`src/rtl/mem_arbiter.sv`:
```
// Round-robin arbiter sharing one single-port memory between the CPU and the UART debug port.
// One access at a time: IDLE -> ISSUE (strobe) -> WAIT (read latency) -> DONE (ack).
module mem_arbiter #(
  parameter int ADDR_W     = 16,
  parameter int DATA_W     = 16,
  parameter int RD_LATENCY = 1
) (
  input  logic              clk,
  input  logic              rst_n,
  input  logic              cpu_req,
  input  logic              cpu_rnw,
  input  logic [ADDR_W-1:0] cpu_addr,
  input  logic [DATA_W-1:0] cpu_wdata,
  output logic              cpu_ack,
  output logic [DATA_W-1:0] cpu_rdata,
  input  logic              dbg_req,
  input  logic              dbg_rnw,
  input  logic [ADDR_W-1:0] dbg_addr,
  input  logic [DATA_W-1:0] dbg_wdata,
  output logic              dbg_ack,
  output logic [DATA_W-1:0] dbg_rdata,
  input  logic              dbg_lock,
  output logic              dbg_locked,
  output logic              mem_en,
  output logic              mem_rnw,
  output logic [ADDR_W-1:0] mem_addr,
  output logic [DATA_W-1:0] mem_wdata,
  input  logic [DATA_W-1:0] mem_rdata
);

  typedef enum logic [1:0] {IDLE, ISSUE, WAIT, DONE} state_t;

  localparam logic [2:0] LAT = 3'(RD_LATENCY);

  state_t            state_q, state_d;
  logic [2:0]        cnt_q, cnt_d;
  logic              gnt_dbg_q, gnt_dbg_d;
  logic              rr_dbg_q, rr_dbg_d;
  logic              mem_en_q, mem_en_d;
  logic              mem_rnw_q, mem_rnw_d;
  logic [ADDR_W-1:0] mem_addr_q, mem_addr_d;
  logic [DATA_W-1:0] mem_wdata_q, mem_wdata_d;
  logic              cpu_ack_q, cpu_ack_d;
  logic              dbg_ack_q, dbg_ack_d;
  logic [DATA_W-1:0] cpu_rdata_q, cpu_rdata_d;
  logic [DATA_W-1:0] dbg_rdata_q, dbg_rdata_d;
  logic              dbg_locked_q, dbg_locked_d;
  logic              cpu_elig, dbg_elig, pick_dbg;

  always_ff @(posedge clk or negedge rst_n) begin
    if (!rst_n) begin
      state_q      <= IDLE;
      cnt_q        <= 3'd0;
      gnt_dbg_q    <= 1'b0;
      rr_dbg_q     <= 1'b1;
      mem_en_q     <= 1'b0;
      mem_rnw_q    <= 1'b0;
      mem_addr_q   <= '0;
      mem_wdata_q  <= '0;
      cpu_ack_q    <= 1'b0;
      dbg_ack_q    <= 1'b0;
      cpu_rdata_q  <= '0;
      dbg_rdata_q  <= '0;
      dbg_locked_q <= 1'b0;
    end else begin
      state_q      <= state_d;
      cnt_q        <= cnt_d;
      gnt_dbg_q    <= gnt_dbg_d;
      rr_dbg_q     <= rr_dbg_d;
      mem_en_q     <= mem_en_d;
      mem_rnw_q    <= mem_rnw_d;
      mem_addr_q   <= mem_addr_d;
      mem_wdata_q  <= mem_wdata_d;
      cpu_ack_q    <= cpu_ack_d;
      dbg_ack_q    <= dbg_ack_d;
      cpu_rdata_q  <= cpu_rdata_d;
      dbg_rdata_q  <= dbg_rdata_d;
      dbg_locked_q <= dbg_locked_d;
    end
  end

  always_comb begin
    state_d     = state_q;
    cnt_d       = cnt_q;
    gnt_dbg_d   = gnt_dbg_q;
    rr_dbg_d    = rr_dbg_q;
    mem_en_d    = 1'b0;
    mem_rnw_d   = mem_rnw_q;
    mem_addr_d  = mem_addr_q;
    mem_wdata_d = mem_wdata_q;
    cpu_ack_d   = 1'b0;
    dbg_ack_d   = 1'b0;
    cpu_rdata_d = cpu_rdata_q;
    dbg_rdata_d = dbg_rdata_q;

    cpu_elig = cpu_req & ~dbg_lock;
    dbg_elig = dbg_req;
    // On a tie the side that was not granted last wins.
    pick_dbg = dbg_elig & (~cpu_elig | ~rr_dbg_q);

    // Locked once the lock is requested and no CPU access remains in flight.
    dbg_locked_d = dbg_lock & ((state_q == IDLE) | gnt_dbg_q);

    case (state_q)
      IDLE: begin
        if (cpu_elig | dbg_elig) begin
          state_d     = ISSUE;
          gnt_dbg_d   = pick_dbg;
          rr_dbg_d    = pick_dbg;
          mem_en_d    = 1'b1;
          mem_rnw_d   = pick_dbg ? dbg_rnw   : cpu_rnw;
          mem_addr_d  = pick_dbg ? dbg_addr  : cpu_addr;
          mem_wdata_d = pick_dbg ? dbg_wdata : cpu_wdata;
        end
      end
      ISSUE: begin
        state_d = WAIT;
        cnt_d   = 3'd1;
      end
      WAIT: begin
        if (cnt_q == LAT) begin
          state_d = DONE;
          cnt_d   = 3'd0;
          if (gnt_dbg_q) begin
            dbg_ack_d = 1'b1;
            if (mem_rnw_q) dbg_rdata_d = mem_rdata;
          end else begin
            cpu_ack_d = 1'b1;
            if (mem_rnw_q) cpu_rdata_d = mem_rdata;
          end
        end else begin
          cnt_d = cnt_q + 3'd1;
        end
      end
      DONE: begin
        // Extra cycle lets the acked requester drop req before the next IDLE sample.
        state_d = IDLE;
      end
      default: state_d = IDLE;
    endcase
  end

  assign mem_en     = mem_en_q;
  assign mem_rnw    = mem_rnw_q;
  assign mem_addr   = mem_addr_q;
  assign mem_wdata  = mem_wdata_q;
  assign cpu_ack    = cpu_ack_q;
  assign dbg_ack    = dbg_ack_q;
  assign cpu_rdata  = cpu_rdata_q;
  assign dbg_rdata  = dbg_rdata_q;
  assign dbg_locked = dbg_locked_q;

endmodule
```
`config.mk`:
```
export PLATFORM = sky130hd
export DESIGN_NAME = mem_arbiter
export DESIGN_NICKNAME = d
export VERILOG_FILES = /design/src/rtl/mem_arbiter.sv
export SDC_FILE = /design/constraint.sdc
export NUM_CORES = 1
export LEC_CHECK = 0
export ABC_CLOCK_PERIOD_IN_PS = 4000
export CAP_MARGIN = 20
export CORE_ASPECT_RATIO = 0.5
export CORE_MARGIN = 2
export CORE_UTILIZATION = 45
export DETAILED_ROUTE_END_ITERATION = 8
export PLACE_DENSITY = 0.83
export SLEW_MARGIN = 0
export SYNTH_ARGS = -nofsm -noshare
export SYNTH_HDL_FRONTEND = slang
export SYNTH_SLANG_ARGS = --single-unit
```
`constraint.sdc`:
```
create_clock -name clk -period 4 [get_ports clk]
set_input_delay 0.4 -clock clk [delete_from_list [all_inputs] [get_ports clk]]
set_output_delay 0.4 -clock clk [all_outputs]
set_load 0.005 [all_outputs]
```
==> impl_results.md, run 1 <==
* Total track usage at 22.06%
* Final Max Tran Viols at 0
* CTS resizes at 0
* Drt drc at 0
* CP endpoint kind: register
* Fin crit share at 55.16%
* Clock transition at path regs at 60 ps
* FP Rows at 23
* First-pass GRT wire length at 16210 um
* Via density at 5.262
* Die height at 69.19 um
* Peak supply drop at 321.0 uV
* DR pass1 iterations at 4
* Die area at 0.009298 sq mm
* Synth Area per Inst at 11.35 sq um
* Final setup vio count at 0
* Ant diodes at 0
* Worst flop-to-flop path endpoint: state_q[1]$_DFFE_PN0P_
* Lkg Pwr at 0.002554 uW
* Worst-Margin Slew at 962.4 ps
* Utilization after layout at 70.61%
* TritonCTS Buffers at 9
* Drt initial violations at 176
* Post-synthesis sequential area ratio at 49.75%
* Outcome: completed
* Die W at 134.4 um
* Routed WL per cell at 16.32 um
* Port buffer count at 155
* Setup ws final at 1794 ps
* Critical R2R Launch: state_q[0]$_DFFE_PN0P_
* Root Driver: clkbuf_16
* Core Area at 0.008115 sq mm
* GPL Wtd Cong at 0.7840
* Crit path max fanout at 19
* Clock Latency Late Sink at 330 ps
* Filler cells at 629
* Max-Cap Viols at 0
* Starting Density at 47.13%
* Clock Tree Buf Depth at 2
* Crit path DAT at 2420 ps
* Pre-CTS worst setup slack at 1481 ps
* Layout cells sized above 1 at 13.43%
* Initial antenna violation count at 0
* WL final at 9724 um
* CTS tree: done
* Post-Syn Area at 0.003825 sq mm
* Number of global-route vias before repair at 3079
* Sum Neg Setup Slack at 0 ps
* Post-route ant nets at 0
* Setup CP Type: in -> reg
* Hold_buf cts at 0
* H-tree depth at 3
* Postcts setup bufs at 0
* Largest net degree at the start of global routing at 77
* Distinct cells, synth at 31
* Required time of the critical path at 4220 ps
* Hold Fails Final Rpt at 0
* Vias at 3136
* Synthesis Warnings at 0
* Hold WC Path Type: in -> async
* Net count after synthesis at 426
* Relative slew slack at 35.84%
* R2r worst-path depth at 5
* Minimum clock period at 2206 ps
* #FFs+latches synth at 76
* Synth Instances at 337
* Final Skew at 4.550 ps
* Post-DP HPWL at 6673 um
* Max Fclk at 453.2 MHz
* Flop2flop setup slack at 1900 ps
* Critical Path Source Type: input pin
* I/O Pins at 156
* Total gr overflow at 0
* P per Cell Area at 708.0 mW/mm^2
* Nets at 568
* Layout area overhead at 49.82%
* RSZ-0062 raised after global routing: no
* Clock sink count at 76
registers in the layout, indices dropped and copies added, names as in the netlist, 2 cells and up:
| name | count |
|---|---|
| state_q | 2 |
| cpu_rdata | 16 |
| mem_addr | 16 |
| cnt_q | 3 |
| mem_wdata | 16 |
| dbg_rdata | 16 |
power breakdown:
group | switching, uW | internal, uW
combinational | 684 | 1180
clock | 319 | 505
sequential | 221 | 1150
total | 1220 | 2830
final cells by class:
class                   instances  area (sq um)  share of cell area, %
clock inverters                 6         72.57                  1.266
repair buffers                162          1597                  27.86
well taps                     112         140.1                  2.445
inverters                      38         142.6                  2.489
multi-input cells             192          1637                  28.56
flip-flops and latches         76          1903                  33.21
clock buffers                  10         239.0                  4.170
cell usage in the layout, fill, tap and decap left out, drive strengths merged, types with 2 or more instances in the layout:
cell type	Yosys	routed
and2	2	2
clkdlybuf4s50	0	153
o221ai	33	33
and2b	2	2
nor2	2	2
a32o	4	4
clkbuf	16	10
buf	15	9
o21ai	3	3
a2bb2oi	33	33
clkinv	0	3
nand2	34	34
dfrtp	75	75
mux2	33	33
inv	38	39
a21boi	33	33
ha	2	2
worst max path at each step:
| stage | cells past startpoint | slack (ps) | end | startpoint |
|---|---|---|---|---|
| 2_1_floorplan | 6 | 2400 | cpu_rdata[0]$_DFFE_PN0P_ | state_q[0]$_DFFE_PN0P_ |
| 3_3_place_gp | 5 | 1530 | state_q[1]$_DFFE_PN0P_ | cpu_req |
| 3_5_place_dp | 5 | 1480 | state_q[1]$_DFFE_PN0P_ | cpu_req |
| 4_1_cts | 5 | 1830 | state_q[1]$_DFFE_PN0P_ | cpu_req |
| 5_1_grt | 5 | 1720 | state_q[1]$_DFFE_PN0P_ | state_q[0]$_DFFE_PN0P_ |
| 6_report | 5 | 1790 | state_q[1]$_DFFE_PN0P_ | cpu_req |
cells in the mapped netlist, drive strengths merged:
master	n	area, sq um
a21boi	33	247.7
dfrtp	75	1877
a32o	4	40.04
nor2b	1	6.260
a21oi	1	5.000
ha	2	25.02
a2bb2oi	33	289.0
nand3b	1	7.510
inv	38	142.6
nand4	1	21.27
mux2	33	446.7
nand2	34	127.6
nor3b	1	7.510
nand4b	1	23.77
o21a	1	7.510
dfstp	1	26.28
nor2	2	7.510
o22a	1	8.760
and3b	1	8.760
and2b	2	17.52
clkbuf	16	60.06
o32a	1	10.01
o21ai	3	18.77
o221ai	33	289.0
buf	15	85.08
and3	1	6.260
and2	2	12.51
layer usage:
layer | up-vias | wire length, um | GRT usage, %
met5 | - | 0 | 0
met3 | 9 | 500 | 6.725
met1 | 1527 | 4415 | 29.56
met2 | 92 | 4691 | 35.32
met4 | 0 | 117 | 5.380
li1 | 1508 | - | -
worst max-delay path: stages:
cell and delay, ps:
clkdlybuf4s50_1 490, nor2b_2 610, buf_4 370, o32a_1 200
mux2_2 340
metrics by stage:
stage	cells	hold WS [ps]	power (uW)	cell area [sq um]
after floorplan	337	104.4	2261	3825
after global placement	580	480.8	3190	5419
after detailed placement	580	481.2	3254	5419
after CTS	596	252.9	4097	5731
after global routing	596	294.7	4321	5731
final	596	182.9	4057	5731
kinds of logic after synthesis:
logic type	synth area share [%]
compound gates	23.95
simple gates	6.445
buf+inv	7.524
mux	11.68
fa+ha+maj	0.6541
flops	49.75
No activity file was read; power rests on OpenSTA's default activity.
==> inputs of run 2 (changes only) <==
ABC_CLOCK_PERIOD_IN_PS = 2300   (was 4000)
CORE_UTILIZATION = 43   (was 45)
PLACE_DENSITY = 0.8   (was 0.83)
clock period = 2.3 ns   (was 4 ns; I/O delays follow)
==> run 2 against run 1 <==
  * First-iteration DRC count unchanged
  * Die area up 4.4%
  * Hold slack improved by 220 ps
  * Critical endpoint is now dbg_rdata[7]$_DFFE_PN0P_
  * Highest routed layer unchanged
==> impl_results.md, run 2 (synthesis gave the netlist of run 1 again) <==
* Total gr overflow at 0 (unchanged)
* Layout cells sized above 1 at 13.76% (+0.33 points)
* Drt initial violations at 176 (unchanged)
* Critical R2R Launch: state_q[0]$_DFFE_PN0P_
* Worst path cell trace: inv_1 -> ha_1 -> and2b_2 -> nand4_4 -> mux2_4
* Slowest-stage cell, CP: mux2_4
* Crit path DAT at 2050 ps (-370 ps)
* GR peak layer: met2
* TritonCTS Buffers at 9 (unchanged)
* Setup ws final at 462.4 ps (-1331 ps)
* Relative slew slack at 49.99% (+14 points)
* Clock Tree Buf Depth at 2 (unchanged)
* GR met1 Demand/Resource at 25.77% (-3.8 points)
* Worst-Margin Slew at 750.1 ps (-212.3 ps)
* Flop2flop setup slack at 460 ps (-1440 ps)
* Psw at 2144 uW (+75%)
* CP endpoint kind: register
* Die area at 0.009711 sq mm (+4.4%)
* Final Skew at 5.325 ps (+0.7759 ps)
* Post-DP HPWL at 6644 um (-0.42%)
* Ant diodes at 0 (unchanged)
* Initial antenna violation count at 0 (unchanged)
* Worst setup path endpoint: dbg_rdata[7]$_DFFE_PN0P_
* Clock sink count at 76 (unchanged)
* Nets at 571 (+0.53%)
* Switch share at 30.88% (+0.69 points)
* Root Driver: clkbuf_16
* Worst flop-to-flop path endpoint: dbg_rdata[7]$_DFFE_PN0P_
* CP startpoint: state_q[0]$_DFFE_PN0P_
* Max Fclk at 544.2 MHz
* Clock Latency Late Sink at 330 ps (about the same)
* Final setup vio count at 0 (unchanged)
* Filler cells at 682 (+8.4%)
* Die W at 137.4 um (+2.2%)
* CTS tree: done
* Sum Neg Setup Slack at 0 ps (unchanged)
* Final Max Tran Viols at 0 (unchanged)
* Most common cell after layout, fill and taps aside: clkdlybuf4s50_1
* H-tree depth at 3 (unchanged)
* I/O Pins at 156 (unchanged)
* Port buffer count at 155 (unchanged)
* DR pass1 iterations at 4 (unchanged)
* Fin crit share at 79.90%
* Vias at 3128 (-0.26%)
* RSZ-0062 raised after global routing: no
* Crit path max fanout at 16 (-3)
* Largest net degree at the start of global routing at 77 (unchanged)
* Hold WC Path Type: in -> reg
* Pre-CTS worst setup slack at 262.2 ps (-1219 ps)
* Lkg Pwr at 0.002562 uW (+0.33%)
* Outcome: completed
* Met2 Use GR at 35.82% (+0.50 points)
* Clk network pwr share at 19.0% (-1.3 points)
* R2r worst-path depth at 5 (unchanged)
* Critical Path Source Type: register
* Minimum clock period at 1838 ps
* Cell internal pwr at 4799 uW (+69%)
* Commonest non-fill, non-tap cells in the layout: 153 x clkdlybuf4s50_1, 75 x dfrtp_1, 38 x inv_1
* Number of global-route vias before repair at 3166 (+2.8%)
* Clock transition at path regs at 60 ps (about the same)
* FP Rows at 24 (+4.3%)
* Max incr delay on CP at 430 ps (-180 ps)
* WL final at 9823 um (+1.0%)
* Starting Density at 44.07% (-3.1 points)
* Post-route ant nets at 0 (unchanged)
* Reg power frac at 34.5% (+0.7 points)
* Via density at 5.179 (-1.6%)
* Required time of the critical path at 2510 ps (-1710 ps)
* P per Cell Area at 1208 mW/mm^2 (+71%)
* Logic pwr share at 46.5% (+0.6 points)
* Layout area overhead at 50.25%
* Routed WL per cell at 16.26 um (-0.32%)
* Core Area at 0.008678 sq mm (+6.9%)
* Peak supply drop at 677.0 uV (+110%)
* GPL Wtd Cong at 0.7800 (-0.51%)
* Max-Cap Viols at 0 (unchanged)
* Total track usage at 20.72% (-1.3 points)
* First-pass GRT wire length at 15780 um (-2.6%)
* Setup CP Type: reg -> reg
* Drt drc at 0 (unchanged)
* Hold Fails Final Rpt at 0 (unchanged)
* Grt met3 use at 5.806% (-0.92 points)
* Die height at 70.69 um (+2.2%)
## run 2: what timing repair did
item                      CTS  global route
resized for setup           0             0
hold endpoints to repair   75             0
buffers inserted            0             0
hold buffers                1             0
## run 2: worst max-delay path: cells and delay by family, from the launching register on
family | cells | cell delay [ps]
adder cells (fa/ha/maj) | 1 | 200
multiplexers | 1 | 430
flip-flops | 1 | 380
AND/OR/NAND/NOR | 2 | 620
buffers and inverters | 1 | 80
## run 2: per-stage QoR
step	cell area, sq um	hold slack (ps)	utilization [%]	std cells	total power [uW]
after floorplan	3825	-65.59	-	337	3931
after global placement	5453	277.5	62.83	587	5558
after detailed placement	5453	277.8	62.83	587	5658
after CTS	5747	393.6	66.22	604	7038
after global routing	5747	429.3	66.22	604	7426
final	5747	406.0	66.22	604	6943
## run 2: layout make-up
class                   instances  area (sq um)  area share (%)
flip-flops and latches         76          1903           33.12
repair buffers                165          1634           28.43
clock buffers                   9         225.2           3.919
well taps                     117         146.4           2.547
multi-input cells             192          1637           28.48
clock inverters                 7         58.81           1.023
inverters                      38         142.6           2.482
## run 2: power groups by stage
| stage | Sequential [uW] | Clock [uW] | Combinational (uW) |
|---|---|---|---|
| global route | 2480 | 1440 | 3510 |
| CTS | 2400 | 1370 | 3270 |
| global placement | 2390 | 0 | 3170 |
| floorplan | 2410 | 0 | 1520 |
| detailed placement | 2410 | 0 | 3250 |
| finish | 2390 | 1320 | 3230 |
## run 2: metal layers
layer	wire, um	vias up
met4	58	0
met1	4246	1515
met5	0	-
met2	4992	92
met3	525	4
li1	-	1517
## run 2: how the worst min path moves through the flow
| stage | start | endpoint | slack (ps) | cells after the start |
|---|---|---|---|---|
| after global placement | rst_n | mem_wdata[10]$_DFFE_PN0P_ | 280 | 2 |
| after detailed placement | rst_n | mem_wdata[10]$_DFFE_PN0P_ | 280 | 2 |
| after CTS | dbg_req | mem_en$_DFF_PN0_ | 390 | 3 |
| after global routing | dbg_req | mem_en$_DFF_PN0_ | 430 | 3 |
| after floorplan | rst_n | cnt_q[0]$_DFFE_PN0P_ | -70 | 0 |
| final | dbg_req | mem_en$_DFF_PN0_ | 410 | 3 |
==> inputs of run 3 (changes only) <==
ABC_CLOCK_PERIOD_IN_PS = 1500   (was 2300)
CORE_UTILIZATION = 39   (was 43)
PLACE_DENSITY = 0.77   (was 0.8)
clock period = 1.5 ns   (was 2.3 ns; I/O delays follow)
==> run 3 against run 2 <==
  * The flow now finishes with violations (setup timing)
  * Non-clock buffer count increased by 24
  * Clock power increased by 69%
  * Fmax is 16% higher
  * Clock skew rose by 0.53 ps
  * Critical path type unchanged
  * Critical path depth rose by 1
  * Combinational power up 84%
  * Hold slack worse by 150 ps
  * Sequential share of layout area shrank 2.7 points
  * Count of clock-buffer cells in the layout is 1 higher
  * Die area grew 9.8%
==> impl_results.md, run 3 (synthesis gave the netlist of run 1 again) <==
* DR pass1 iterations at 5 (+1)
* Switch share at 30.23% (-0.65 points)
* Required time of the critical path at 1720 ps (-790 ps)
* Total gr overflow at 0 (unchanged)
* Peak supply drop at 752.9 uV (+11%)
* Minimum clock period at 1584 ps (-253.2 ps)
* Psw at 3587 uW (+67%)
* Max-Cap Viols at 0 (unchanged)
* Drt initial violations at 140 (-20%)
* Clock Tree Buf Depth at 2 (unchanged)
* Utilization after layout at 66.07% (-0.15 points)
* CP endpoint kind: register
* Layout cells sized above 1 at 18.98% (+5.2 points)
* Initial antenna violation count at 0 (unchanged)
* Routed WL per cell at 17.09 um (+5.1%)
* Crit path max fanout at 8 (-8)
* Die area at 0.01066 sq mm (+9.8%)
* Drt drc at 0 (unchanged)
* Via density at 5.071 (-2.1%)
* Hold WC Path Type: in -> reg
* Die W at 144.1 um (+4.9%)
* Fin crit share at 105.6% (+26 points)
* Total track usage at 19.82% (-0.90 points)
* Final setup vio count at 32 (+32)
* Critical Path Source Type: register
* CP Buf/Inv Count at 2 (+1)
* Crit path DAT at 1800 ps (-250 ps)
* First-pass GRT wire length at 16320 um (+3.4%)
* RSZ-0062 raised after global routing: yes
* TritonCTS Buffers at 9 (unchanged)
* Worst-Margin Slew at 483.3 ps (-266.7 ps)
* Filler cells at 737 (+8.1%)
* Vias at 3276 (+4.7%)
* R2r worst-path depth at 6 (+1)
* Total design power at 11870 uW (+71%)
* I/O Pins at 156 (unchanged)
* WHS Path Cells at 2 (-1)
* H-tree depth at 3 (unchanged)
* GPL Wtd Cong at 0.7668 (-1.7%)
* Metal3 WL at 642 um (+22%)
* Root Driver: clkbuf_16
* Core Area at 0.009478 sq mm (+9.2%)
* Slowest-stage cell, CP: dfrtp_1
* Port buffer count at 155 (unchanged)
* Worst path cell trace: inv_2 -> ha_4 -> and2b_2 -> nand4b_4 -> clkbuf_16 -> mux2_4
* Post-Route M1 WL at 4801 um (+13%)
* Failing checks: setup timing
* Lkg Pwr at 0.002827 uW (+10%)
* Nets at 595 (+4.2%)
* P per Cell Area at 1895 mW/mm^2 (+57%)
* Final Skew at 5.858 ps (+0.5321 ps)
* Max incr delay on CP at 380 ps (-50 ps)
* Relative slew slack at 67.78% (+18 points)
* Clk network pwr share at 18.8% (-0.2 points)
* Starting Density at 40.36% (-3.7 points)
* Post-route ant nets at 0 (unchanged)
* Final Max Tran Viols at 0 (unchanged)
* Outcome: finished with violations
* WL final at 11040 um (+12%)
* Crit. path cell count at 6 (+1)
* Setup ws final at -84.45 ps (-546.8 ps)
* Most common cell after layout, fill and taps aside: clkdlybuf4s50_1
* Pre-CTS worst setup slack at -123.1 ps (-385.3 ps)
* Largest delay contributor family on the critical path: flip-flops
* Number of global-route vias before repair at 3196 (+0.95%)
* FP Rows at 25 (+4.2%)
* Largest net degree at the start of global routing at 49 (-36%)
* Clock sink count at 76 (unchanged)
* Die height at 74.03 um (+4.7%)
* Max Used Layer: met4
* Ant diodes at 0 (unchanged)
* Commonest non-fill, non-tap cells in the layout: 152 x clkdlybuf4s50_1, 74 x dfrtp_1, 37 x inv_1
* Max Fclk at 631.1 MHz (+16%)
* Hold Fails Final Rpt at 0 (unchanged)
* Setup CP Type: reg -> reg
* Cell internal pwr at 8280 uW (+73%)
* Layout area overhead at 63.72%
* Clock transition at path regs at 60 ps (about the same)
* Post-DP HPWL at 7180 um (+8.1%)
* Reg power frac at 31.2% (-3.3 points)
* Logic pwr share at 50.1% (+3.6 points)
* Met2 routed WL at 5474 um (+9.7%)
* Clock Latency Late Sink at 330 ps (about the same)
* CTS tree: done
[run 3: cell count changes in the layout (fill, tap and decap cells not counted), moves of 4 or more]
cell,previous run,this run
buf_12,1,9
buf_4,9,15
buf_6,0,5
clkbuf_16,9,13
mux2_2,13,1
mux2_4,20,32
[run 3: cell type report]
| class | instances | area, sq um | area share [%] |
|---|---|---|---|
| multi-input cells | 192 | 1727 | 27.57 |
| clock inverters | 6 | 71.32 | 1.139 |
| flip-flops and latches | 76 | 1904 | 30.41 |
| clock buffers | 10 | 239.0 | 3.816 |
| inverters | 38 | 142.6 | 2.278 |
| repair buffers | 189 | 2009 | 32.09 |
| well taps | 135 | 168.9 | 2.697 |
[run 3: timing repair]
item | 4_1_cts | 5_1_grt
hold endpoints to repair | 29 | 0
hold buffers | 1 | 0
setup buffers | 0 | 2
resized for setup | 9 | 21
setup endpoints to repair | 49 | 67
pin swaps | 0 | 2
cloned | 2 | 4
[run 3: power by group through the flow]
stage | Combinational, uW | Clock [uW] | Sequential, uW
after global placement | 5170 | 0 | 3640
after detailed placement | 5280 | 0 | 3700
after floorplan | 2360 | 0 | 3690
after CTS | 5400 | 2280 | 3690
after global routing | 6390 | 2390 | 3830
final | 5940 | 2230 | 3700
[run 3: per-layer routing]
metal  up-vias  global-route usage, %
met3         9                  4.894
met2       108                  33.92
met5         -                      0
li1       1567                      -
met4         0                  6.209
met1      1592                  25.33
[run 3: metrics by stage]
stage               hold WS [ps]  instance area, sq um  cells  setup TNS, ps
floorplan                 -145.6                  3835    337          -1631
global placement           136.3                  5698    621          -3600
detailed placement         145.2                  5698    621          -5314
CTS                        230.5                  6075    640          -2039
global route               250.2                  6262    646          -3220
finish                     258.4                  6262    646          -1517
[run 3: path summary, 6_finish.rpt]
kind                                     startpoint                   endpoint  slack, ps
min in group asynchronous                     rst_n  mem_wdata[11]$_DFFE_PN0P_        330
min                                         dbg_req       rr_dbg_q$_DFFE_PN1P_        260
min reg2reg                cpu_rdata[4]$_DFFE_PN0P_   cpu_rdata[4]$_DFFE_PN0P_        510
max reg2reg                  state_q[0]$_DFFE_PN0P_   cpu_rdata[2]$_DFFE_PN0P_        -80
max in group asynchronous                     rst_n   dbg_rdata[2]$_DFFE_PN0P_        660
max                          state_q[0]$_DFFE_PN0P_   cpu_rdata[2]$_DFFE_PN0P_        -80
